===== config.mk =====
export PLATFORM = sky130hd
export DESIGN_NAME = uart_wr_arbiter
export DESIGN_NICKNAME = d
export VERILOG_FILES = /design/src/rtl/uart_wr_arbiter.sv
export SDC_FILE = /design/constraint.sdc
export NUM_CORES = 1
export LEC_CHECK = 0
export ABC_CLOCK_PERIOD_IN_PS = 5100
export CAP_MARGIN = 30
export CORE_AREA = 5 5 80 82
export DETAILED_ROUTE_END_ITERATION = 16
export DIE_AREA = 0 0 85 87
export PLACE_DENSITY = 0.69
export SLEW_MARGIN = 25
export SYNTH_ARGS = -nofsm -noshare
export SYNTH_HDL_FRONTEND = slang
export SYNTH_SLANG_ARGS = --single-unit

===== constraint.sdc =====
create_clock -name clk_i -period 5.1 [get_ports clk_i]
set_input_delay 1.53 -clock clk_i [delete_from_list [all_inputs] [get_ports clk_i]]
set_output_delay 1.53 -clock clk_i [all_outputs]
set_load 0.05 [all_outputs]

===== src/rtl/uart_wr_arbiter.sv =====
// uart_wr_arbiter: round-robin arbiter sharing the single UART register write
// port among N requesters. One outstanding write at a time. The winner's
// address/data are latched at grant and the result comes back as a one-cycle
// completion pulse with error status. A watchdog aborts writes the UART never
// accepts.
module uart_wr_arbiter #(
    parameter int N       = 4,
    parameter int DW      = 8,
    parameter int AW      = 4,
    parameter int TIMEOUT = 1024
) (
    input  logic            clk_i,
    input  logic            rst_i,
    input  logic [N-1:0]    req_valid_i,
    input  logic [N*DW-1:0] req_data_i,
    input  logic [N*AW-1:0] req_addr_i,
    output logic [N-1:0]    req_ready_o,
    output logic [N-1:0]    req_err_o,
    output logic [N-1:0]    grant_o,
    output logic            busy_o,
    output logic            wr_valid_o,
    output logic [DW-1:0]   wr_data_o,
    output logic [AW-1:0]   wr_addr_o,
    input  logic            wr_ready_i,
    input  logic            wr_err_i
);

    localparam int LW = $clog2(N);
    localparam int WW = $clog2(TIMEOUT);

    // Requester 0 wins first after reset because the search starts at last+1.
    localparam logic [LW-1:0] LAST_RST = LW'(N - 1);
    // Final watchdog count: hitting it with no acceptance aborts the write.
    localparam logic [WW-1:0] WD_LAST  = WW'(TIMEOUT - 1);

    typedef enum logic [1:0] {
        IDLE  = 2'd0,
        ISSUE = 2'd1,
        DONE  = 2'd2
    } state_t;

    state_t          state_q, state_d;
    logic [LW-1:0]   last_q, last_d;
    logic [LW-1:0]   owner_q, owner_d;
    logic [WW-1:0]   wd_q, wd_d;
    logic            wr_valid_q, wr_valid_d;
    logic [DW-1:0]   wr_data_q, wr_data_d;
    logic [AW-1:0]   wr_addr_q, wr_addr_d;
    logic [N-1:0]    grant_q, grant_d;
    logic [N-1:0]    req_ready_q, req_ready_d;
    logic [N-1:0]    req_err_q, req_err_d;
    logic            busy_q, busy_d;

    logic            win_found;
    logic [LW-1:0]   win_idx;
    logic [LW-1:0]   cand_idx;
    logic [DW-1:0]   win_data;
    logic [AW-1:0]   win_addr;
    logic            finish;
    logic            finish_err;

    // Round-robin search: first set request bit starting just after the last owner.
    always_comb begin
        win_found = 1'b0;
        win_idx   = '0;
        cand_idx  = '0;
        for (int i = 1; i <= N; i++) begin
            cand_idx = LW'((int'(last_q) + i) % N);
            if (!win_found && req_valid_i[cand_idx]) begin
                win_found = 1'b1;
                win_idx   = cand_idx;
            end
        end
    end

    // Mux out the winner's data and address slices.
    always_comb begin
        win_data = '0;
        win_addr = '0;
        for (int k = 0; k < N; k++) begin
            if (win_idx == LW'(k)) begin
                win_data = req_data_i[k*DW +: DW];
                win_addr = req_addr_i[k*AW +: AW];
            end
        end
    end

    // Completion decision while issuing; acceptance beats a same-cycle timeout.
    always_comb begin
        finish     = 1'b0;
        finish_err = 1'b0;
        if (state_q == ISSUE) begin
            if (wr_valid_q && wr_ready_i) begin
                finish     = 1'b1;
                finish_err = wr_err_i;
            end else if (wd_q == WD_LAST) begin
                finish     = 1'b1;
                finish_err = 1'b1;
            end
        end
    end

    // Next-state and registered-output logic.
    always_comb begin
        state_d     = state_q;
        last_d      = last_q;
        owner_d     = owner_q;
        wd_d        = wd_q;
        wr_valid_d  = wr_valid_q;
        wr_data_d   = wr_data_q;
        wr_addr_d   = wr_addr_q;
        grant_d     = grant_q;
        req_ready_d = '0;
        req_err_d   = '0;

        case (state_q)
            IDLE: begin
                if (win_found) begin
                    state_d    = ISSUE;
                    owner_d    = win_idx;
                    wr_data_d  = win_data;
                    wr_addr_d  = win_addr;
                    grant_d    = {{(N-1){1'b0}}, 1'b1} << win_idx;
                    wr_valid_d = 1'b1;
                    wd_d       = '0;
                end
            end

            ISSUE: begin
                if (finish) begin
                    state_d     = DONE;
                    wr_valid_d  = 1'b0;
                    grant_d     = '0;
                    req_ready_d = grant_q;
                    req_err_d   = grant_q & {N{finish_err}};
                    last_d      = owner_q;
                end else if (!wr_ready_i && wd_q != WD_LAST) begin
                    // Saturating count of cycles the UART has not been ready.
                    wd_d = wd_q + 1'b1;
                end
            end

            DONE: begin
                // Unconditional return guarantees a cycle with wr_valid low.
                state_d = IDLE;
            end

            default: begin
                state_d    = IDLE;
                wr_valid_d = 1'b0;
                grant_d    = '0;
            end
        endcase

        busy_d = (state_d != IDLE);
    end

    // State and output registers with synchronous reset.
    always_ff @(posedge clk_i) begin
        if (rst_i) begin
            state_q     <= IDLE;
            last_q      <= LAST_RST;
            owner_q     <= '0;
            wd_q        <= '0;
            wr_valid_q  <= 1'b0;
            wr_data_q   <= '0;
            wr_addr_q   <= '0;
            grant_q     <= '0;
            req_ready_q <= '0;
            req_err_q   <= '0;
            busy_q      <= 1'b0;
        end else begin
            state_q     <= state_d;
            last_q      <= last_d;
            owner_q     <= owner_d;
            wd_q        <= wd_d;
            wr_valid_q  <= wr_valid_d;
            wr_data_q   <= wr_data_d;
            wr_addr_q   <= wr_addr_d;
            grant_q     <= grant_d;
            req_ready_q <= req_ready_d;
            req_err_q   <= req_err_d;
            busy_q      <= busy_d;
        end
    end

    assign req_ready_o = req_ready_q;
    assign req_err_o   = req_err_q;
    assign grant_o     = grant_q;
    assign busy_o      = busy_q;
    assign wr_valid_o  = wr_valid_q;
    assign wr_data_o   = wr_data_q;
    assign wr_addr_o   = wr_addr_q;

endmodule


==> flow_metrics.env <==
export IMPL_hp_class="flop to flop"
export IMPL_yosys_warnings=0
export IMPL_grt_antenna_before_repair=0
export IMPL_ctsLongestPathBuffers=2
export IMPL_drv_cap=0
export IMPL_async_flop_share=0
export IMPL_fp_dieH_um=87
export IMPL_finalClockSkew_ns=0.00794
export IMPL_fillCellCount=550
export IMPL_numPortBuffers=81
export IMPL_regToRegSetupSlack_ns=3.16
export IMPL_syn_avg_cell_area_um2=9.29
export IMPL_dr_pass1_iters=4
export IMPL_min_to="owner_q[1]$_SDFFE_PP0P_"
export IMPL_hold_viol_final=0
export IMPL_cts_tree="yes"
export IMPL_cts_buffers=5
export IMPL_multiInputGateArea_um2=1190
export IMPL_slew_limit_headroom=0.389
export IMPL_slew_violations=0
export IMPL_grt_overflow=0
export IMPL_grt_max_degree=28
export IMPL_grt_pass1_wl_um=8540
export IMPL_synth_common_cells="dfxtp_1, nor2_1, mux2i_1"
export IMPL_postRouteAntennaNets=0
export IMPL_netlist_instances=228
export IMPL_post_cts_buffers=0
export IMPL_syn_area_um2=2120
export IMPL_final_min_clock_period_ns=3.47
export IMPL_yosysMostFrequentCell="dfxtp_1"
export IMPL_grt_pass1_vias=1863
export IMPL_io_pins=82
export IMPL_place_hpwl_um=3990
export IMPL_gp_congestion=0.779
export IMPL_startpoint_type="input pin"
export IMPL_min_from="owner_q[1]$_SDFFE_PP0P_"
export IMPL_die_area_um2=7400
export IMPL_viasPerCell=4.97
export IMPL_dr_first_iter_drc_count=81
export IMPL_synth_seq_cells=42
export IMPL_cp_arrival_ns=3.64
export IMPL_endpoint_kind="flop"
export IMPL_cts_reportedPaths_clkPinSlew_ns=0.08
export IMPL_tightest_slew_ns=0.914
export IMPL_drt_wl_total_um=5230
export IMPL_grt_total_usage=0.143
export IMPL_routedWlPerCell_um=13.7
export IMPL_synthTopCellsByArea="dfxtp_1, mux2i_1, nor2_1"
export IMPL_synth_cell_types=43
export IMPL_drive_gt1_frac=0.0717
export IMPL_start_util=0.373
export IMPL_h_tree_depth=2
export IMPL_grt_setup_unrepaired="no"
export IMPL_holdBufCountCts=0
export IMPL_min_period_over_period=0.681
export IMPL_root_buffer="clkbuf_8"
export IMPL_rr_endpoint="wr_data_o[5]$_SDFFE_PP0P_"
export IMPL_status="finished, final reports clean"
export IMPL_cp_startpoint="req_valid_i[2]"
export IMPL_row_count=28
export IMPL_hold_path_depth=2
export IMPL_fin_setup_tns_ns=0
export IMPL_nNetsFinal=363
export IMPL_yosysTopAreaCellShare=0.397
export IMPL_powerDensity_nw_per_um2=295
export IMPL_finalSetupViolCount=0
export IMPL_crit_required_ns=5.27
export IMPL_timing_final_ws_setup_ns=1.63
export IMPL_seqCellArea_um2=841
export IMPL_diodes=0
export IMPL_critPathMaxFanout=15
export IMPL_clock_sinks=42
export IMPL_die_width_um=85
export IMPL_area_growth_pct=46.4
export IMPL_path_class="input pin to flop"
export IMPL_yosysSeqAreaShare=0.397
export IMPL_synth_main_ff_cell="dfxtp_1"
export IMPL_cts_resized=0
export IMPL_yosys_area_top_type="dfxtp_1"
export IMPL_clk_latency_ns=0.30
export IMPL_synth_edf_count=0
export IMPL_fin_util=0.546
export IMPL_r2r_cells=5
export IMPL_crit_reg2reg_launch="state_q[0]$_SDFF_PP0_"
export IMPL_fmax_mhz=288
export IMPL_ir_drop_v=0.000120
export IMPL_syn_nets=285
export IMPL_p_leak_nw=1.15
export IMPL_core_area_um2=5680
export IMPL_routed_via_count=1897
export IMPL_drc=0
export IMPL_dpl_worst_slack_ns=1.30
## per-stage QoR
| stage | cells | instance area, um2 | total power (W) | hold WS (ns) |
|---|---|---|---|---|
| after floorplan | 228 | 2120 | 0.000519 | 0.437 |
| after global placement | 374 | 2960 | 0.000607 | 0.443 |
| after detailed placement | 374 | 2960 | 0.000608 | 0.451 |
| after CTS | 382 | 3100 | 0.000925 | 0.463 |
| after global routing | 382 | 3100 | 0.000959 | 0.487 |
| final | 382 | 3100 | 0.000916 | 0.464 |
## critical path: stages
cell and delay, ns:
clkdlybuf4s50_1 0.49, or4_4 0.60, nand2_1 0.44, nor2_1 0.11, nand2_1 0.30, o221ai_1 0.17
## state kept, by name, indices dropped and copies added (netlist names)
| register | count |
|---|---|
| busy_o | 1 |
| grant_o | 4 |
| last_q | 2 |
| owner_q | 2 |
| req_err_o | 4 |
| req_ready_o | 4 |
| state_q | 2 |
| wd_q | 10 |
| wr_addr_o | 4 |
| wr_data_o | 8 |
| wr_valid_o | 1 |
## area by class of cell
cell class | count | share of cell area
Tap cell | 75 | 0.0303
Timing Repair Buffer | 82 | 0.264
Multi-Input combinational cell | 170 | 0.384
Sequential cell | 42 | 0.271
Clock inverter | 3 | 0.0222
Inverter | 5 | 0.00605
Clock buffer | 5 | 0.0222
## per-layer routing
metal / global-route usage / vias up / routed length (um)
met5: 0 / - / 0
met4: 0.0561 / 0 / 59
met3: 0.0530 / 6 / 468
met2: 0.229 / 55 / 2420
met1: 0.174 / 854 / 2280
li1: - / 982 / -
## worst max path at each step
stage	to	slack, ns	cells past startpoint
after global placement	wr_data_o[2]$_SDFFE_PP0P_	1.34	7
final	wr_data_o[5]$_SDFFE_PP0P_	1.63	6
after detailed placement	wr_data_o[6]$_SDFFE_PP0P_	1.30	6
after floorplan	wr_addr_o[2]$_SDFFE_PP0P_	2.27	6
after CTS	wr_data_o[5]$_SDFFE_PP0P_	1.62	6
after global routing	wr_addr_o[1]$_SDFFE_PP0P_	1.48	6
## power breakdown
group / internal (W) / switching, W / total [W]
sequential: 0.000348 / 0.0000138 / 0.000362
clock: 0.000196 / 0.000120 / 0.000317
combinational: 0.000109 / 0.000129 / 0.000238
total: 0.000653 / 0.000263 / 0.000916
## cell families (layout without fill, tap and decap cells)
group | count (synthesis) | after routing | synth area share
buf+inv | 16 | 95 | 0.0408
simple gates | 91 | 91 | 0.233
xor+xnor | 9 | 9 | 0.0372
flops | 42 | 42 | 0.397
mux | 20 | 20 | 0.106
compound gates | 49 | 49 | 0.180
fa+ha+maj | 1 | 1 | 0.00591
## cells in the final DEF (no fill, tap or decap), types with 2 or more instances in the layout
| cell type | n |
|---|---|
| clkdlybuf4s50_1 | 81 |
| dfxtp_1 | 42 |
| nor2_1 | 29 |
| mux2i_1 | 15 |
| nand2_1 | 12 |
| and2_1 | 9 |
| xnor2_1 | 9 |
| nand3_1 | 8 |
| a211oi_1 | 8 |
| nor3_1 | 8 |
| a21oi_1 | 8 |
| nand3b_1 | 7 |
| o221ai_1 | 7 |
| nand2b_1 | 6 |
| mux2_4 | 5 |
| inv_1 | 5 |
| a211o_1 | 5 |
| o311a_1 | 5 |
| o21ai_1 | 5 |
| clkbuf_8 | 5 |
| nor3b_2 | 2 |
| a21boi_1 | 2 |
| bufinv_16 | 2 |
(Power assumes the default switching activity.)
